## config.mk

```make
export PLATFORM = sky130hd
export DESIGN_NAME = acc_alu
export DESIGN_NICKNAME = d
export VERILOG_FILES = /design/src/rtl/acc_alu.sv
export SDC_FILE = /design/constraint.sdc
export NUM_CORES = 1
export LEC_CHECK = 0
export BUFFER_PORTS_ARGS = -buffer_cell sky130_fd_sc_hd__buf_2
export CELL_PAD_IN_SITES_DETAIL_PLACEMENT = 0
export CELL_PAD_IN_SITES_GLOBAL_PLACEMENT = 2
export CORE_AREA = 3 3 137 139
export CTS_BUF_LIST = sky130_fd_sc_hd__clkbuf_2 sky130_fd_sc_hd__clkbuf_4 sky130_fd_sc_hd__clkbuf_8
export DETAILED_ROUTE_END_ITERATION = 10
export DIE_AREA = 0 0 140 142
export PLACE_DENSITY_LB_ADDON = 0.1
export SLEW_MARGIN = 20
export SYNTH_ARGS = -nofsm -noshare
export SYNTH_HDL_FRONTEND = slang
export SYNTH_SLANG_ARGS = --single-unit
```

## constraint.sdc

```tcl
create_clock -name clk -period 6.75 [get_ports clk]
set_input_delay 0.3375 -clock clk [delete_from_list [all_inputs] [get_ports clk]]
set_output_delay 0.3375 -clock clk [all_outputs]
set_load 0.01 [all_outputs]
```

## src/rtl/acc_alu.sv

```systemverilog
// Accumulator ALU: a small register bank with single-cycle ALU ops and an
// iterative shift-add multiplier, gated by a simple IDLE/MUL/OFF power FSM.
module acc_alu #(
  parameter int N  = 8,
  parameter int RW = 2
) (
  input  logic          clk,
  input  logic          rst,
  input  logic          on,
  input  logic          off,
  input  logic          in_valid,
  output logic          in_ready,
  input  logic [3:0]    op,
  input  logic [RW-1:0] sel,
  input  logic [N-1:0]  in,
  output logic [N-1:0]  out,
  output logic          out_valid,
  output logic          zero,
  output logic          carry,
  output logic          ovf,
  output logic          pwr,
  output logic [1:0]    dbg_state
);
  localparam int R  = 1 << RW;
  localparam int CW = $clog2(N);

  localparam logic [3:0] OP_LOAD = 4'd1, OP_NOT = 4'd2, OP_XOR = 4'd3,
                         OP_OR   = 4'd4, OP_AND = 4'd5, OP_SUB = 4'd6,
                         OP_ADD  = 4'd7, OP_MUL = 4'd8, OP_CLR = 4'd9,
                         OP_SHL  = 4'd10, OP_SHR = 4'd11;

  // Handshake: an op is taken on a rising edge where in_valid & in_ready and
  // no power-off request is pending; in_ready depends only on the state.
  typedef enum logic [1:0] {S_IDLE = 2'd0, S_MUL = 2'd1, S_OFF = 2'd2} state_t;

  state_t            state_q, state_d;
  logic [N-1:0]      regs_q [R];
  logic [N-1:0]      regs_d [R];
  logic [N-1:0]      out_q, out_d;
  logic              out_valid_q, out_valid_d;
  logic              zero_q, zero_d, carry_q, carry_d, ovf_q, ovf_d;
  logic [2*N-1:0]    mcand_q, mcand_d, prod_q, prod_d, prod_nx;
  logic [N-1:0]      mplier_q, mplier_d;
  logic [CW-1:0]     cnt_q, cnt_d;
  logic [RW-1:0]     msel_q, msel_d;

  logic              off_req, accept, mul_last;
  logic [N-1:0]      a;
  logic [N:0]        sum, diff;
  logic [N-1:0]      alu_res;
  logic              alu_c, alu_o, alu_wr;

  assign off_req  = off & ~on;
  assign accept   = (state_q == S_IDLE) & in_valid & ~off_req;
  assign mul_last = (cnt_q == CW'(N - 1));
  assign a        = regs_q[sel];

  // State register
  always_ff @(posedge clk or posedge rst) begin
    if (rst) state_q <= S_IDLE;
    else     state_q <= state_d;
  end

  // Next-state logic
  always_comb begin
    state_d = state_q;
    case (state_q)
      S_IDLE: if (off_req) state_d = S_OFF;
              else if (accept && op == OP_MUL) state_d = S_MUL;
      S_MUL:  if (off_req) state_d = S_OFF;
              else if (mul_last) state_d = S_IDLE;
      S_OFF:  if (on) state_d = S_IDLE;
      default: state_d = S_IDLE;
    endcase
  end

  // FSM outputs
  always_comb begin
    in_ready  = (state_q == S_IDLE);
    pwr       = (state_q != S_OFF);
    dbg_state = state_q;
  end

  always_comb begin
    sum     = {1'b0, a} + {1'b0, in};
    diff    = {1'b0, a} - {1'b0, in};
    alu_res = '0;
    alu_c   = 1'b0;
    alu_o   = 1'b0;
    alu_wr  = 1'b1;
    case (op)
      OP_LOAD: alu_res = in;
      OP_NOT:  alu_res = ~a;
      OP_XOR:  alu_res = a ^ in;
      OP_OR:   alu_res = a | in;
      OP_AND:  alu_res = a & in;
      OP_SUB: begin
        alu_res = diff[N-1:0];
        alu_c   = diff[N];
        alu_o   = (a[N-1] ^ in[N-1]) & (diff[N-1] ^ a[N-1]);
      end
      OP_ADD: begin
        alu_res = sum[N-1:0];
        alu_c   = sum[N];
        alu_o   = ~(a[N-1] ^ in[N-1]) & (sum[N-1] ^ a[N-1]);
      end
      OP_CLR:  alu_res = '0;
      OP_SHL: begin
        alu_res = {a[N-2:0], 1'b0};
        alu_c   = a[N-1];
      end
      OP_SHR: begin
        alu_res = {1'b0, a[N-1:1]};
        alu_c   = a[0];
      end
      default: alu_wr = 1'b0;
    endcase
  end

  always_comb begin
    regs_d      = regs_q;
    out_d       = out_q;
    out_valid_d = 1'b0;
    zero_d      = zero_q;
    carry_d     = carry_q;
    ovf_d       = ovf_q;
    mcand_d     = mcand_q;
    mplier_d    = mplier_q;
    prod_d      = prod_q;
    cnt_d       = cnt_q;
    msel_d      = msel_q;
    prod_nx     = prod_q + (mplier_q[0] ? mcand_q : '0);
    if (accept) begin
      if (op == OP_MUL) begin
        mcand_d  = {{N{1'b0}}, a};
        mplier_d = in;
        prod_d   = '0;
        cnt_d    = '0;
        msel_d   = sel;
      end else if (alu_wr) begin
        regs_d[sel] = alu_res;
        out_d       = alu_res;
        zero_d      = (alu_res == '0);
        carry_d     = alu_c;
        ovf_d       = alu_o;
        out_valid_d = 1'b1;
      end
    end
    // One shift-add step per edge; an off request abandons the product.
    if (state_q == S_MUL && !off_req) begin
      prod_d   = prod_nx;
      mcand_d  = mcand_q << 1;
      mplier_d = mplier_q >> 1;
      cnt_d    = cnt_q + CW'(1);
      if (mul_last) begin
        regs_d[msel_q] = prod_nx[N-1:0];
        out_d          = prod_nx[N-1:0];
        zero_d         = (prod_nx[N-1:0] == '0);
        carry_d        = |prod_nx[2*N-1:N];
        ovf_d          = |prod_nx[2*N-1:N];
        out_valid_d    = 1'b1;
      end
    end
  end

  always_ff @(posedge clk or posedge rst) begin
    if (rst) begin
      for (int i = 0; i < R; i++) regs_q[i] <= '0;
      out_q       <= '0;
      out_valid_q <= 1'b0;
      zero_q      <= 1'b0;
      carry_q     <= 1'b0;
      ovf_q       <= 1'b0;
      mcand_q     <= '0;
      mplier_q    <= '0;
      prod_q      <= '0;
      cnt_q       <= '0;
      msel_q      <= '0;
    end else begin
      regs_q      <= regs_d;
      out_q       <= out_d;
      out_valid_q <= out_valid_d;
      zero_q      <= zero_d;
      carry_q     <= carry_d;
      ovf_q       <= ovf_d;
      mcand_q     <= mcand_d;
      mplier_q    <= mplier_d;
      prod_q      <= prod_d;
      cnt_q       <= cnt_d;
      msel_q      <= msel_d;
    end
  end

  assign out       = out_q;
  assign out_valid = out_valid_q;
  assign zero      = zero_q;
  assign carry     = carry_q;
  assign ovf       = ovf_q;
endmodule

```

==> flow_metrics.env, run 1 <==
export IMPL_synth_edf_count=0
export IMPL_crit_slowest_cell="a2111oi_0"
export IMPL_fmax_mhz=265.7
export IMPL_die_y_um=142
export IMPL_die_width_um=140
export IMPL_antenna_cells=0
export IMPL_viasPerCell=5.705
export IMPL_cpPeakStageDelay_ns=0.71
export IMPL_setup_ws_ns=2.986
export IMPL_grt_max_degree=70
export IMPL_worstHoldPathCells=2
export IMPL_initial_core_util=0.3666
export IMPL_placedCellCount=982
export IMPL_cts_buffers=9
export IMPL_vdd_drop_max_uv=135.7
export IMPL_cp_cell_sequence="and2_1, ha_1, fa_1, a21o_1, a221oi_1, a21oi_1, xnor2_1, nand3_1, a2111oi_0, a31oi_1"
export IMPL_synthArstFlopShare=1.000
export IMPL_hpwl_um=14700
export IMPL_fin_crit_ns=3.764
export IMPL_dp_slack_ns=2.683
export IMPL_dr_pass1_iters=5
export IMPL_slew_viol_final=0
export IMPL_min_from="on"
export IMPL_tns_ns=0
export IMPL_clkLatencyLatePin_ns=0.38
export IMPL_slew_headroom=0.3194
export IMPL_syn_nets=813
export IMPL_worst_hold_path_endpoint="dbg_state[1]$_DFFE_PP0P_"
export IMPL_fin_crit_sh=0.5576
export IMPL_grt_use_total=0.2088
export IMPL_drtIter0Drc=401
export IMPL_multiInputGateArea_sq_um=3993
export IMPL_clock_path_buffers=2
export IMPL_numClockSinks=91
export IMPL_worst_r2r_setup_slack_ns=2.99
export IMPL_timing_rr_end="ovf$_DFF_PP0_"
export IMPL_syn_area_per_cell_sq_um=8.738
export IMPL_layout_nets=832
export IMPL_core_area_sq_um=17780
export IMPL_gp_congestion=0.8543
export IMPL_yosys_warnings=0
export IMPL_grt_pass1_wl_um=32530
export IMPL_ys_ff_latch=91
export IMPL_cts_tree="built"
export IMPL_r2r_worst_path_cells=10
export IMPL_antenna_found_initial=0
export IMPL_hold_class="in2reg"
export IMPL_synth_seq_area_share=0.3493
export IMPL_layout_commonest_cell="nand2_1"
export IMPL_status="completed"
export IMPL_syn_area_sq_um=6519
export IMPL_vias=5694
export IMPL_routed_wl_um=20640
export IMPL_cts_clk_slew_worst_paths_ns=0.09
export IMPL_die_area_sq_um=19880
export IMPL_clockRootBuffer="clkbuf_8"
export IMPL_timing_rr_start="mplier_q[0]$_DFFE_PP0P_"
export IMPL_leakage_nw=3.243
export IMPL_setup_violations=0
export IMPL_rows=49
export IMPL_fillCellCount=1817
export IMPL_ys_types=68
export IMPL_end_kind="flip-flop"
export IMPL_io_buffer_count=34
export IMPL_cts_resized_gates=0
export IMPL_io_pins=35
export IMPL_start_kind="flip-flop"
export IMPL_crit_path_max_fanout=17
export IMPL_tightestPinTransition_ns=1.017
export IMPL_syn_inst=746
export IMPL_wl_per_cell_um=20.68
export IMPL_regArea_sq_um=2277
export IMPL_hold_viol=0
export IMPL_area_growth_pct=9.501
export IMPL_drc=0
export IMPL_ys_flop_type="dfrtp_1"
export IMPL_mostFrequentLayoutCells="103 x nand2_1, 91 x dfrtp_1, 61 x nor2_1, 61 x o21ai_0, 45 x ha_1"
export IMPL_grt_pass1_vias=5669
export IMPL_crit_type="reg2reg"
export IMPL_powerDensity_nw_per_um2=278.8
export IMPL_fin_cells=998
export IMPL_ant_nets=0
export IMPL_worstPathRequired_ns=6.97
export IMPL_rsz0062_at_grt="false"
export IMPL_drive_above_1_share=0.1053
export IMPL_drv_cap=0
export IMPL_htree_levels=3
export IMPL_clock_skew_ns=0.02255
export IMPL_grt_ovfl_total=0
export IMPL_cp_data_arrival_time_ns=3.99
## area by class of cell
| type | count | share of cell area |
|---|---|---|
| inverters | 29 | 0.01560 |
| flip-flops and latches | 91 | 0.3190 |
| clock inverters | 5 | 0.01192 |
| multi-input cells | 590 | 0.5593 |
| repair buffers | 44 | 0.03471 |
| clock buffers | 10 | 0.01928 |
| well taps | 229 | 0.04014 |
## worst max path at each step
stage | from | slack, ns | cells after the start | endpoint
CTS | mplier_q[0]$_DFFE_PP0P_ | 3.02 | 10 | ovf$_DFF_PP0_
floorplan | sel[0] | 3.28 | 11 | zero$_DFF_PP0_
finish | mplier_q[0]$_DFFE_PP0P_ | 2.99 | 10 | ovf$_DFF_PP0_
global route | regs_q[0]$_DFF_PP0_ | 2.75 | 10 | zero$_DFF_PP0_
detailed placement | sel[0] | 2.68 | 11 | zero$_DFF_PP0_
global placement | sel[0] | 2.73 | 11 | zero$_DFF_PP0_
## sequential cells by signal, summed over array words and instances (netlist names)
register	cells
zero	1
regs_q	32
dbg_state	2
mplier_q	8
prod_q	16
carry	1
cnt_q	3
out	8
out_valid	1
mcand_q	16
msel_q	2
ovf	1
## cell usage after synthesis, drive strengths merged, types with 4 or more instances
cell type	instances	area (sq um)
nand2	103	386.6
dfrtp	91	2277
nor2	61	229.0
o21ai	61	305.3
ha	45	563.0
nand3	32	160.2
a21oi	30	150.1
inv	29	108.9
mux2i	26	260.3
clkbuf	24	90.09
and2	18	112.6
nor3	14	70.07
xnor2	14	122.6
o211ai	13	97.59
buf	12	55.05
nor2b	11	68.82
o22ai	11	68.82
nand3b	10	75.07
mux4	9	206.5
o21a	9	67.56
a211o	8	70.07
a22oi	8	60.06
and3	8	50.05
o21bai	7	52.55
a221oi	6	58.80
nand2b	6	37.54
a21o	5	37.54
o2bb2ai	5	43.79
xor2	5	43.79
a211oi	4	30.03
a31oi	4	31.28
nor3b	4	30.03
o31ai	4	30.03
## report_power, final
group | total, mW | internal, mW | switching, mW | leakage [nW]
logic | 0.785 | 0.311 | 0.475 | 1.96
clock network | 0.433 | 0.219 | 0.214 | 0.109
registers | 0.771 | 0.675 | 0.0965 | 1.17
total | 1.99 | 1.20 | 0.786 | 3.24
## stage by stage
| step | power, mW | hold WS (ns) | utilization | cell area (sq um) |
|---|---|---|---|---|
| 2_1_floorplan | 1.311 | 0.4006 | - | 6519 |
| 3_3_place_gp | 1.546 | 0.3151 | 0.3884 | 6905 |
| 3_5_place_dp | 1.561 | 0.3178 | 0.3884 | 6905 |
| 4_1_cts | 2.009 | 0.08524 | 0.4015 | 7138 |
| 5_1_grt | 2.134 | 0.1015 | 0.4015 | 7138 |
| 6_report | 1.990 | 0.1140 | 0.4015 | 7138 |
## critical path: cells and delay by family (launching register included)
kind | cells | cell delay (ns)
and+or+nand+nor | 2 | 0.41
AOI/OAI and AO/OA | 5 | 1.76
xor gates and xnor gates | 1 | 0.22
DFF | 1 | 0.59
adders and majority gates | 2 | 0.64
## metal layers
metal	GRT usage	vias to the layer above	wire [um]
met4	0.06323	0	390
li1	-	2730	-
met3	0.03562	29	849
met1	0.2871	2792	9827
met5	0	-	0
met2	0.3401	143	9568
## timing repair
action	CTS	global route
endpoints found under the hold margin	22	0
buffers inserted	0	0
hold buffers	1	0
## kinds of logic (layout without fill, tap and decap cells)
logic type,after synthesis,after routing,synth area share
adders and majority gates,48,48,0.09559
muxes,37,37,0.07505
xor gates and xnor gates,20,20,0.02898
buffers and inverters,65,88,0.03896
and+or+nand+nor,287,287,0.2109
AOI/OAI and AO/OA,198,198,0.2012
DFF,91,91,0.3493
(Power assumes the default switching activity.)
==> inputs of run 2 (changes only) <==
--- a/config.mk
+++ b/config.mk
@@ -8,10 +8,10 @@
 export BUFFER_PORTS_ARGS = -buffer_cell sky130_fd_sc_hd__buf_2
 export CELL_PAD_IN_SITES_DETAIL_PLACEMENT = 0
 export CELL_PAD_IN_SITES_GLOBAL_PLACEMENT = 2
-export CORE_AREA = 3 3 137 139
+export CORE_AREA = 3 3 139 141
 export CTS_BUF_LIST = sky130_fd_sc_hd__clkbuf_2 sky130_fd_sc_hd__clkbuf_4 sky130_fd_sc_hd__clkbuf_8
 export DETAILED_ROUTE_END_ITERATION = 10
-export DIE_AREA = 0 0 140 142
+export DIE_AREA = 0 0 142 144
 export PLACE_DENSITY_LB_ADDON = 0.1
 export SLEW_MARGIN = 20
 export SYNTH_ARGS = -nofsm -noshare
==> constraint.sdc (replaced) <==
create_clock -name clk -period 3.45 [get_ports clk]
set_input_delay 0.1725 -clock clk [delete_from_list [all_inputs] [get_ports clk]]
set_output_delay 0.1725 -clock clk [all_outputs]
set_load 0.01 [all_outputs]
==> flow_metrics.env, run 2 (synthesis results as in run 1) <==
export IMPL_worstHoldPathCells=3
export IMPL_switching_share=0.4088
export IMPL_crit_slowest_cell="or4_1"
export IMPL_clockPowerShare=0.186
export IMPL_grt_pass1_vias=5862
export IMPL_cts_buffers=9
export IMPL_grt_pass1_wl_um=33700
export IMPL_p_sw_mw=1.625
export IMPL_htree_levels=3
export IMPL_clockRootBuffer="clkbuf_8"
export IMPL_dr_pass1_iters=5
export IMPL_slew_viol_final=0
export IMPL_internal_power_mw=2.349
export IMPL_worstPathRequired_ns=3.69
export IMPL_slew_headroom=0.3738
export IMPL_seq_power_share=0.376
export IMPL_postCtsSetupRepairBufs=0
export IMPL_initial_core_util=0.3604
export IMPL_clock_skew_ns=0.02084
export IMPL_die_y_um=144
export IMPL_clkLatencyLatePin_ns=0.39
export IMPL_placed_area_sq_um=7138
export IMPL_crit_path_max_fanout=5
export IMPL_timing_rr_end="out[6]$_DFF_PP0_"
export IMPL_gp_congestion=0.8947
export IMPL_drive_above_1_share=0.1484
export IMPL_rsz0062_at_grt="false"
export IMPL_cp_cell_sequence="mux4_2, ha_1, fa_2, a21oi_2, a2bb2oi_2, a21oi_1, or4_1, a31oi_4, buf_4, a211o_1, o21ai_0"
export IMPL_reg_top3="regs_q: 32 flops, mcand_q: 16 flops, prod_q: 16 flops"
export IMPL_wl_met1_um=10400
export IMPL_status="completed"
export IMPL_min_from="off"
export IMPL_cts_clk_slew_worst_paths_ns=0.12
export IMPL_layout_commonest_cell="nand2_1"
export IMPL_area_growth_pct=13.53
export IMPL_cpLargestDelayFamily="compound AO/OA/AOI/OAI gates"
export IMPL_numClockSinks=91
export IMPL_grt_max_degree=46
export IMPL_leakage_nw=3.393
export IMPL_core_area_sq_um=18090
export IMPL_fillCellCount=1834
export IMPL_drtIter0Drc=564
export IMPL_hold_class="in2reg"
export IMPL_drv_cap=0
export IMPL_hpwl_um=15400
export IMPL_final_area_sq_um=7401
export IMPL_timing_rr_start="regs_q[0]$_DFF_PP0_"
export IMPL_clock_path_buffers=2
export IMPL_die_width_um=142
export IMPL_cpPeakStageDelay_ns=0.57
export IMPL_wl_per_cell_um=20.57
export IMPL_cts_tree="built"
export IMPL_viasPerCell=5.706
export IMPL_antenna_cells=0
export IMPL_path_buf_inv=1
export IMPL_end_kind="flip-flop"
export IMPL_antenna_found_initial=0
export IMPL_mostFrequentLayoutCells="103 x nand2_1, 91 x dfrtp_1, 61 x nor2_1, 61 x o21ai_0, 45 x ha_1"
export IMPL_grt_use_total=0.2121
export IMPL_combPwrFrac=0.437
export IMPL_ant_nets=0
export IMPL_vias=5883
export IMPL_p_total_mw=3.974
export IMPL_wl_met2_um=9568
export IMPL_setup_violations=0
export IMPL_io_pins=35
export IMPL_die_area_sq_um=20450
export IMPL_rows=49
export IMPL_routed_wl_um=21200
export IMPL_start_kind="flip-flop"
export IMPL_grt_ovfl_total=0
export IMPL_hold_viol=0
export IMPL_top_register="regs_q"
export IMPL_worst_r2r_setup_slack_ns=0.11
export IMPL_r2r_worst_path_cells=11
export IMPL_drc=0
export IMPL_layout_nets=864
export IMPL_route_met3_wl_um=928
export IMPL_tns_ns=0
export IMPL_holdWs_ns=0.03433
export IMPL_largest_reg_flops=32
export IMPL_powerDensity_nw_per_um2=536.9
export IMPL_cp_data_arrival_time_ns=3.58
export IMPL_io_buffer_count=34
export IMPL_tightestPinTransition_ns=0.9358
export IMPL_fin_crit_ns=3.335
export IMPL_fmax_mhz=299.8
export IMPL_vdd_drop_max_uv=209.9
export IMPL_worst_hold_path_endpoint="dbg_state[1]$_DFFE_PP0P_"
export IMPL_highest_layer="met4"
export IMPL_crit_type="reg2reg"
export IMPL_fin_crit_sh=0.9668
export IMPL_utilization=0.4092
==> run 2: worst max path at each step <==
| stage | endpoint | cells after the start | startpoint | slack, ns |
|---|---|---|---|---|
| 2_1_floorplan | zero$_DFF_PP0_ | 11 | sel[0] | 0.14 |
| 3_3_place_gp | out[6]$_DFF_PP0_ | 11 | regs_q[0]$_DFF_PP0_ | 0.02 |
| 3_5_place_dp | regs_q[22]$_DFF_PP0_ | 11 | regs_q[0]$_DFF_PP0_ | 0.01 |
| 4_1_cts | ovf$_DFF_PP0_ | 11 | mcand_q[0]$_DFFE_PP0P_ | 0.0003 |
| 5_1_grt | out[6]$_DFF_PP0_ | 11 | regs_q[0]$_DFF_PP0_ | 0.007 |
| 6_report | out[6]$_DFF_PP0_ | 11 | regs_q[0]$_DFF_PP0_ | 0.11 |
==> run 2: cell type report <==
cell class / count / area [sq um] / share of cell area
flip-flops and latches: 91 / 2277 / 0.3077
clock inverters: 6 / 53.80 / 0.007270
multi-input cells: 590 / 4044 / 0.5464
clock buffers: 10 / 137.6 / 0.01860
repair buffers: 76 / 490.5 / 0.06627
well taps: 229 / 286.5 / 0.03872
inverters: 29 / 111.4 / 0.01505
==> run 2: stage by stage <==
stage | cells | worst slack, ns
6_report | 1031 | 0.1145
5_1_grt | 1031 | 0.007272
4_1_cts | 1031 | 0.0002642
3_5_place_dp | 1013 | 0.01451
3_3_place_gp | 1013 | 0.02305
2_1_floorplan | 746 | 0.1427
==> run 2: repair_timing <==
item,4_1_cts,5_1_grt
pin swaps,0,0
setup endpoints to repair,6,8
resized for setup,2,7
hold endpoints to repair,44,0
hold buffers,2,0
==> run 2: metal layers <==
metal  GRT usage  vias to the layer above
li1            -                     2808
met3     0.02513                       22
met5           0                        -
met1      0.3119                     2903
met2      0.3332                      150
met4     0.05354                        0
==> run 2: power by group through the flow <==
stage,clock (mW),sequential [mW],combinational [mW]
final,0.740,1.50,1.74
after global routing,0.808,1.52,1.92
after CTS,0.761,1.50,1.72
after detailed placement,0,1.51,1.69
after global placement,0,1.51,1.68
after floorplan,0,1.47,1.10
==> run 2: worst min-delay path, cell delays in order <==
cell      delay [ns]
buf_2           0.10
nand2b_1        0.06
a21oi_1         0.06
